### src/rtl/mi_word_stream_reader_if.sv
// Stream-reader bus: start/status, the RAM read port and the output word stream.
// The reader holds the master modport; whoever drives start, feeds the RAM q
// and consumes the words holds the slave modport.
interface mi_word_stream_reader_if #(
   parameter int K      = 128,
   parameter int N      = 32,
   parameter int ADDR_W = (N > 1) ? $clog2(N) : 1
);
   logic              rd_start;
   logic              rd_busy;
   logic              rd_done;
   logic [ADDR_W-1:0] ram_rd_addr;
   logic [K-1:0]      ram_rd_data;
   logic [K-1:0]      r;
   logic              valid_out;
   logic              ready_in;
   logic              last_out;
   logic [ADDR_W-1:0] word_idx;

   modport master (
      input  rd_start, ram_rd_data, ready_in,
      output rd_busy, rd_done, ram_rd_addr, r, valid_out, last_out, word_idx
   );

   modport slave (
      output rd_start, ram_rd_data, ready_in,
      input  rd_busy, rd_done, ram_rd_addr, r, valid_out, last_out, word_idx
   );
endinterface

### src/rtl/mi_word_stream_reader.sv
// Streams an N-word operand out of a word RAM, least-significant word first.
// The RAM has one cycle of registered read latency; a 4-entry prefetch FIFO
// hides it so that the stream sustains one word per cycle and backpressure
// never loses a word.
//
// Handshake: a word moves on every rising edge where valid_out & ready_in.
// Once valid_out is raised it stays high, and r/word_idx/last_out stay
// unchanged, until that word has been transferred.
module mi_word_stream_reader #(
   parameter int K      = 128,
   parameter int N      = 32,
   parameter int ADDR_W = (N > 1) ? $clog2(N) : 1
) (
   input  logic                    clk,
   input  logic                    rst,
   mi_word_stream_reader_if.master bus,
   output logic [1:0]              dbg_state
);
   // Wide enough to count up to N inclusive
   localparam int CNT_W = $clog2(N + 1);
   localparam logic [CNT_W-1:0] N_CNT    = CNT_W'(N);
   localparam logic [CNT_W-1:0] LAST_CNT = CNT_W'(N - 1);

   typedef enum logic [1:0] {
      S_IDLE = 2'd0,
      S_READ = 2'd1,
      S_DONE = 2'd2
   } state_t;

   state_t            state;
   logic              rd_busy_q;
   logic              rd_done_q;

   // Address issue side
   logic [CNT_W-1:0]  issue_cnt;
   logic [ADDR_W-1:0] addr_q;
   logic              iss_d1;   // address register holds an issued address
   logic              iss_d2;   // RAM q holds the word for that address

   // Prefetch FIFO
   logic [K-1:0]      fifo_data [4];
   logic [ADDR_W-1:0] fifo_idx  [4];
   logic [3:0]        fifo_last;
   logic [1:0]        wr_ptr;
   logic [1:0]        rd_ptr;
   logic [2:0]        occ;
   logic [CNT_W-1:0]  cap_cnt;

   logic              start_acc;
   logic [1:0]        in_flight;
   logic [2:0]        pending;
   logic              issue;
   logic              cap;
   logic              valid;
   logic              xfer;
   logic              last_xfer;

   // Issue/capture/transfer decisions for the current cycle
   always_comb begin
      start_acc = (state == S_IDLE) && bus.rd_start;
      in_flight = {1'b0, iss_d1} + {1'b0, iss_d2};
      pending   = occ + {1'b0, in_flight};
      // The first address goes out on the start edge itself; afterwards only
      // as long as every outstanding word is guaranteed a FIFO slot.
      issue     = start_acc ||
                  ((state == S_READ) && (issue_cnt < N_CNT) && (pending < 3'd4));
      cap       = iss_d2;
      valid     = (occ != 3'd0);
      xfer      = valid && bus.ready_in;
      last_xfer = xfer && fifo_last[rd_ptr];
   end

   // Control FSM with registered busy/done flags
   always_ff @(posedge clk or posedge rst) begin
      if (rst) begin
         state     <= S_IDLE;
         rd_busy_q <= 1'b0;
         rd_done_q <= 1'b0;
      end else begin
         case (state)
            S_IDLE: begin
               rd_done_q <= 1'b0;
               if (bus.rd_start) begin
                  state     <= S_READ;
                  rd_busy_q <= 1'b1;
               end
            end
            S_READ: begin
               if (last_xfer) begin
                  state     <= S_DONE;
                  rd_busy_q <= 1'b0;
                  rd_done_q <= 1'b1;
               end
            end
            S_DONE: begin
               state     <= S_IDLE;
               rd_done_q <= 1'b0;
            end
            default: begin
               state     <= S_IDLE;
               rd_busy_q <= 1'b0;
               rd_done_q <= 1'b0;
            end
         endcase
      end
   end

   // Address counter and the two-stage tracker of words in flight in the RAM
   always_ff @(posedge clk or posedge rst) begin
      if (rst) begin
         issue_cnt <= '0;
         addr_q    <= '0;
         iss_d1    <= 1'b0;
         iss_d2    <= 1'b0;
      end else begin
         iss_d1 <= issue;
         iss_d2 <= iss_d1;
         if (start_acc) begin
            issue_cnt <= CNT_W'(1);
            addr_q    <= '0;
         end else if (issue) begin
            issue_cnt <= issue_cnt + CNT_W'(1);
            addr_q    <= issue_cnt[ADDR_W-1:0];
         end
      end
   end

   // Prefetch FIFO: capture RAM q two edges after issue, pop on transfer
   always_ff @(posedge clk or posedge rst) begin
      if (rst) begin
         for (int i = 0; i < 4; i++) begin
            fifo_data[i] <= '0;
            fifo_idx[i]  <= '0;
         end
         fifo_last <= '0;
         wr_ptr    <= '0;
         rd_ptr    <= '0;
         occ       <= '0;
         cap_cnt   <= '0;
      end else begin
         if (start_acc) begin
            cap_cnt <= '0;
         end else if (cap) begin
            fifo_data[wr_ptr] <= bus.ram_rd_data;
            fifo_idx[wr_ptr]  <= cap_cnt[ADDR_W-1:0];
            fifo_last[wr_ptr] <= (cap_cnt == LAST_CNT);
            wr_ptr            <= wr_ptr + 2'd1;
            cap_cnt           <= cap_cnt + CNT_W'(1);
         end
         if (xfer) begin
            rd_ptr <= rd_ptr + 2'd1;
         end
         case ({cap, xfer})
            2'b10:   occ <= occ + 3'd1;
            2'b01:   occ <= occ - 3'd1;
            default: occ <= occ;
         endcase
      end
   end

   // A capture into a full FIFO would silently drop a word
   always_ff @(posedge clk) begin
      if (!rst && cap && !xfer) begin
         assert (occ < 3'd4);
      end
   end

   assign bus.rd_busy     = rd_busy_q;
   assign bus.rd_done     = rd_done_q;
   assign bus.ram_rd_addr = addr_q;
   assign bus.r           = fifo_data[rd_ptr];
   assign bus.word_idx    = fifo_idx[rd_ptr];
   assign bus.last_out    = fifo_last[rd_ptr];
   assign bus.valid_out   = valid;
   assign dbg_state       = state;
endmodule

### src/flat_wrapper.sv
// flat-port wrapper written by rule: the top's interface ports become plain ports
module mi_word_stream_reader_flat 
#(
   parameter int K      = 128,
   parameter int N      = 32,
   parameter int ADDR_W = (N > 1) ? $clog2(N) : 1
)
  (clk, rst, dbg_state, bus_rd_start, bus_ram_rd_data, bus_ready_in, bus_rd_busy, bus_rd_done, bus_ram_rd_addr, bus_r, bus_valid_out, bus_last_out, bus_word_idx);
  mi_word_stream_reader_if #(.K(K), .N(N), .ADDR_W(ADDR_W)) bus_i ();
  input  logic clk;
  input  logic rst;
  output logic [1:0] dbg_state;
  input wire logic [$bits(bus_i.rd_start)-1:0] bus_rd_start;
  input wire logic [$bits(bus_i.ram_rd_data)-1:0] bus_ram_rd_data;
  input wire logic [$bits(bus_i.ready_in)-1:0] bus_ready_in;
  output wire logic [$bits(bus_i.rd_busy)-1:0] bus_rd_busy;
  output wire logic [$bits(bus_i.rd_done)-1:0] bus_rd_done;
  output wire logic [$bits(bus_i.ram_rd_addr)-1:0] bus_ram_rd_addr;
  output wire logic [$bits(bus_i.r)-1:0] bus_r;
  output wire logic [$bits(bus_i.valid_out)-1:0] bus_valid_out;
  output wire logic [$bits(bus_i.last_out)-1:0] bus_last_out;
  output wire logic [$bits(bus_i.word_idx)-1:0] bus_word_idx;
  assign bus_i.rd_start = bus_rd_start;
  assign bus_i.ram_rd_data = bus_ram_rd_data;
  assign bus_i.ready_in = bus_ready_in;
  assign bus_rd_busy = bus_i.rd_busy;
  assign bus_rd_done = bus_i.rd_done;
  assign bus_ram_rd_addr = bus_i.ram_rd_addr;
  assign bus_r = bus_i.r;
  assign bus_valid_out = bus_i.valid_out;
  assign bus_last_out = bus_i.last_out;
  assign bus_word_idx = bus_i.word_idx;
  mi_word_stream_reader #(.K(K), .N(N), .ADDR_W(ADDR_W)) u_core (.clk(clk), .rst(rst), .bus(bus_i), .dbg_state(dbg_state));
endmodule
### config.mk
export PLATFORM = sky130hd
export DESIGN_NAME = mi_word_stream_reader_flat
export DESIGN_NICKNAME = d
export VERILOG_FILES = /design/src/rtl/mi_word_stream_reader_if.sv /design/src/rtl/mi_word_stream_reader.sv /design/src/flat_wrapper.sv
export SDC_FILE = /design/constraint.sdc
export NUM_CORES = 1
export LEC_CHECK = 0
export BUFFER_PORTS_ARGS = -buffer_cell sky130_fd_sc_hd__buf_2
export CAP_MARGIN = 0
export CORE_MARGIN = 1
export CORE_UTILIZATION = 60
export DETAILED_ROUTE_END_ITERATION = 16
export PLACE_DENSITY = 0.84
export SETUP_SLACK_MARGIN = 0.2
export SLEW_MARGIN = 30
export SYNTH_ARGS = -nofsm -noshare
export SYNTH_HDL_FRONTEND = slang
export SYNTH_SLANG_ARGS = --single-unit
### constraint.sdc
create_clock -name clk -period 31.6 [get_ports clk]
set_clock_uncertainty 0.15 [all_clocks]
set_input_delay 7.9 -clock clk [delete_from_list [all_inputs] [get_ports clk]]
set_output_delay 7.9 -clock clk [all_outputs]
set_load 0.01 [all_outputs]
**After elaboration in Yosys (flattened, before gate mapping)**

Index checks and enable logic that the tools add are counted.
Widths: inputs -> output; s select.

- Reductions and logical operators: 16
- Eq/ne operators: 7
- Order comparisons: 8
- Add/subtract/negate cells: 8
- Bitwise gates (word level): 4
- Mux-type cells: 32

Operators by type and width:

| cell | number |
|---|---|
| $bwmux 512 | 1 |
| $mux 128 | 3 |
| $bmux 128 s2 | 1 |
| $demux 128 s2 | 1 |
| $mux 5 | 5 |
| $mux 6 | 4 |
| $bwmux 20 | 1 |
| $add 6x1->6 const B | 2 |
| $bmux 5 s2 | 1 |
| $demux 5 s2 | 1 |
| $logic_and 1x1->1 | 7 |
| $eq 6x5->1 const B | 1 |
| $ge 3x3->1 const B | 2 |
| $lt 2x3->1 const B | 2 |
| $lt 6x6->1 const B | 1 |
| $mux 1 | 6 |
| $not 2->3 | 2 |
| $pmux 3 s2 | 1 |
| $reduce_bool 2->1 | 3 |
| $add 2x1->2 const B | 2 |
| $bwmux 4 | 1 |
| $eq 2x1->1 const B | 2 |
| $eq 2x2->1 const B | 2 |
| $mux 2 | 2 |
| other kinds (19) | 21 |

- Output and inout port bits: 144
- Flip-flop bits (word level): 566
- Logic and storage cells: 95
- Input bits: 132

**Logic depth before layout (Yosys ltp)**

- Word-level depth: 7
- Gate-level depth with buffers: 8
- Mapped depth without buffers: 7

**Worst setup path after synthesis**

Ideal clock, no wire load.

- Kind: reg-to-output
- From: register u_core.rd_ptr[1]
- To: output bus_r[100]
- Data arrival time: 1.598 ns
- Stages on the path, launching flop included: 5
- Data required time: 23.550 ns
- Setup slack: 21.952 ns
- Path buffers: 3
- Cell sequence: dfrtp_1 > buf_2 > buf_2 > buf_2 > mux4_2

- Word-level cells in the longest chain between the ends: 4

Ends and longest elaborated chain:

| element | RTL line | source |
|---|---|---|
| from (decl) | mi_word_stream_reader.sv:45 | `logic [1:0] rd_ptr;` |
| from (signal assigned) | mi_word_stream_reader.sv:151 | `rd_ptr <= rd_ptr + 2'd1;` |
| $not 2->3 (not written as such) | mi_word_stream_reader.sv:171 | `assign bus.r = fifo_data[rd_ptr];` |
| $bmux 128 s2 | mi_word_stream_reader.sv:171 |  |
| $mux 128 (not written as such) (2 in a row) | mi_word_stream_reader.sv:171 |  |
| to (decl) | flat_wrapper.sv:19 | `output wire logic [$bits(bus_i.r)-1:0] bus_r;` |

Every way passes these cells. The select of a mux whose other input is x is not followed.

**Worst setup path in the final report**

- From: register u_core.rd_ptr[1]
- To: output bus_r[49]

The elaborated chain is that of the path after synthesis.

==> run summary <==
Crit path from - u_core.rd_ptr[1]
RSZ-0062 raised after global routing - false
Final WS setup - 20.55 ns
Crit Path Class - reg -> out
Initial antenna violation count - 13
Switching share of power - 31.86%
Hold Fails Final Rpt - 0
Clk network pwr share - 18.4%
Seq cells post-synth - 566
Status - complete, no violations
Sequential share of power - 38.0%
Die Ht - 209.4 µm
Leakage - 13.58 nW
Max Cap Viol - 0
Reg2Reg Depth - 5
Final setup vio count - 0
Total clock sinks - 566
Worst-Skew Late Latency - 0.60 ns
CTS root buffer - clkbuf_16
Remaining DRCs - 0
Largest net degree at the start of global routing - 200
Period utilization - 34.98%
Critical path endpoint - bus_r[49]
CTS Hold Bufs - 0
CP cell instances - buf_12 -> mux4_2 -> buf_2
RR Startpoint - u_core.dbg_state[1]
I/O pin count - 276
Setup bufs post-CTS - 0
Syn nets - 1576
WP data arrival - 3.00 ns
Final Cell Area - 28910 µm²
Remaining antenna violation count - 0
H-tree levels - 2
Logic pwr share - 43.6%
Crit start category - register
Setup crit end kind - primary output
Total Routed Length - 51880 µm
Fin util - 68.62%
Worst EP required - 23.55 ns
Post-CTS resize count - 0
Ys async rst share - 100.0%
Period minus WS final - 11.05 ns
Yosys cell types - 39
Worst Hold Class - reg -> reg
Reg-to-reg slack, setup - 28.16 ns
Core area - 42130 µm²
Total track usage - 24.63%
EDFF count, synth - 0
Placed Area - 27070 µm²
Worst stage delay on the critical path - 0.76 ns
Full die area - 43830 µm²
Dpl hpwl - 30600 µm
Leading area contributor after synthesis - dfrtp_1
Setup WS pre-CTS - 20.58 ns
Share of layout cells above drive strength 1 - 60.59%
Power Total - 0.003486 W
Worst Tran Pin Value - 0.9462 ns
Initial core utilization - 61.23%
Gr ovfl total - 0
Critical Path Fanout Max - 111
Total Nets Final - 1833
Clock Pin Slew Worst Setup and Hold Paths - 0.06 ns
Cells after synthesis - 1435
Top post-synthesis cells by area - dfrtp_1, mux2_4, mux2_2
Max VDD drop - 0.00008942 V
Power Internal - 0.002375 W
First-pass GRT wire length - 85230 µm
Most common cell in the netlist - dfrtp_1
Post-Syn Area - 25800 µm²
1st-iter DRT viols - 809
Top cell type's share of synthesized area - 54.90%
Top cells by count, synth - dfrtp_1, mux2_2, mux2_4
Vias/cell - 5.892
Register area share after synthesis - 54.90%
Port bufs - 275
Syn Area/Cell - 17.98 µm²
CTS tree - built
Max Slew Vio Count - 0
Max-slew headroom - 36.92%
Clock Path Buffers - 3
Drt first pass iters - 4
Top_reg_cell synth - dfrtp_1
Setup TNS - 0 ns
Synth warn - 0
Routability-driven placement congestion ratio - 0.7618
Placement Rows - 75
Vias after detailed routing - 13433
Total CTS buffers - 56
Die X - 209.4 µm
Fmax - 0.09048 GHz
Crit-path slowest cell - dfrtp_4
Psw - 0.001111 W
Filler Cells Inserted - 2637
Drt wl/cell - 22.75 µm
Vias in the first global route - 15286
Hold path depth - 0
P&R area growth vs syn - 12.07%
Power Dens Cells - 120.6 nW/µm²
Worst flop-to-flop path endpoint - u_core.fifo_data[447]
==> sequential cells by signal, summed over array words and instances, names as in the netlist <==
| register | count |
|---|---|
| u_core.fifo_data | 512 |
| u_core.occ | 3 |
| u_core.iss_d1 | 1 |
| u_core.wr_ptr | 2 |
| u_core.bus.ram_rd_addr | 5 |
| u_core.cap_cnt | 6 |
| u_core.bus.rd_busy | 1 |
| u_core.fifo_last | 4 |
| u_core.cap | 1 |
| u_core.bus.rd_done | 1 |
| u_core.rd_ptr | 2 |
| u_core.fifo_idx | 20 |
| u_core.dbg_state | 2 |
| u_core.issue_cnt | 6 |
==> metrics by stage <==
stage	std cells	hold WS [ns]
floorplan	1435	0.2074
CTS	2271	0.2316
detailed placement	2172	0.2186
global placement	2171	0.2234
finish	2280	0.2342
global route	2276	0.2464
==> metal layers <==
metal / share of wire, % / up-vias / GRT usage, % / routed length (µm)
li1: - / 5843 / - / -
met3: 5.7 / 73 / 5.836 / 2967
met4: 1.6 / 14 / 6.592 / 820
met5: 0.14 / - / 0 / 74
met2: 50 / 267 / 40.23 / 25820
met1: 43 / 7236 / 33.44 / 22200
==> layout make-up <==
type	instances	area, µm²	share of cell area (%)
clock buffer	87	1649	5.703
inverter	9	46.29	0.1601
timing repair buffer	289	1569	5.426
clock inverter	12	116.4	0.4024
multi-input combinational	770	10670	36.89
tap	539	674.4	2.332
antenna	8	20.02	0.06924
sequential	566	14170	49.01
==> critical path, delay by kind of cell (launching register included) <==
kind                   cells  cell delay [ns]
buffers and inverters      2             0.87
flip-flops                 1             0.76
multiplexers               1             0.63
==> power groups by stage <==
stage	sequential (W)	combinational [W]	clock, W
after floorplan	0.00124	0.00123	0
after global placement	0.00129	0.00148	0
after detailed placement	0.00133	0.00153	0
after CTS	0.00132	0.00154	0.000655
after global routing	0.00137	0.00163	0.000684
final	0.00132	0.00152	0.000642
==> cells in the final DEF (no fill, tap or decap), types with 2 or more instances in the layout <==
cell       instances
nand2b_1           2
nand4_1            2
buf_12             2
dfrtp_4            2
or3_1              2
xor2_1             6
buf_16             2
dfrtp_1          564
clkbuf_8          11
buf_6              6
nand3_1            3
nand2_1           19
clkbuf_16         57
clkinv_2           8
nand2_8            4
ha_1               8
nor2_1            11
diode_2            8
bufinv_16          2
buf_4              4
a21o_1             2
and2_1             3
clkbuf_1          19
o21ai_0           15
mux2_4           240
nor2b_1            2
a21oi_1            3
nor3_1             2
mux4_2           134
xnor2_1            4
mux2_2           296
buf_2            275
inv_1              7
==> kinds of logic (layout without fill, tap and decap cells) <==
group	count (synthesis)	in the layout	synth area share (%)
multiplexers	671	671	38.62
flip-flops	566	566	54.90
buffers and inverters	99	397	3.754
AND/OR/NAND/NOR	55	55	1.353
AO/OA/AOI/OAI	25	25	0.5674
XOR/XNOR	10	10	0.3395
adder cells (fa/ha/maj)	9	9	0.4656
other	0	8	0
==> worst min path at each step <==
stage / slack (ns) / from / to
2_1_floorplan: 0.21 / u_core.iss_d1 / u_core.cap
3_3_place_gp: 0.22 / u_core.iss_d1 / u_core.cap
3_5_place_dp: 0.22 / u_core.iss_d1 / u_core.cap
4_1_cts: 0.23 / u_core.iss_d1 / u_core.cap
5_1_grt: 0.25 / u_core.iss_d1 / u_core.cap
6_report: 0.23 / u_core.iss_d1 / u_core.cap
Note: power is estimated with default switching activity, not from simulation.
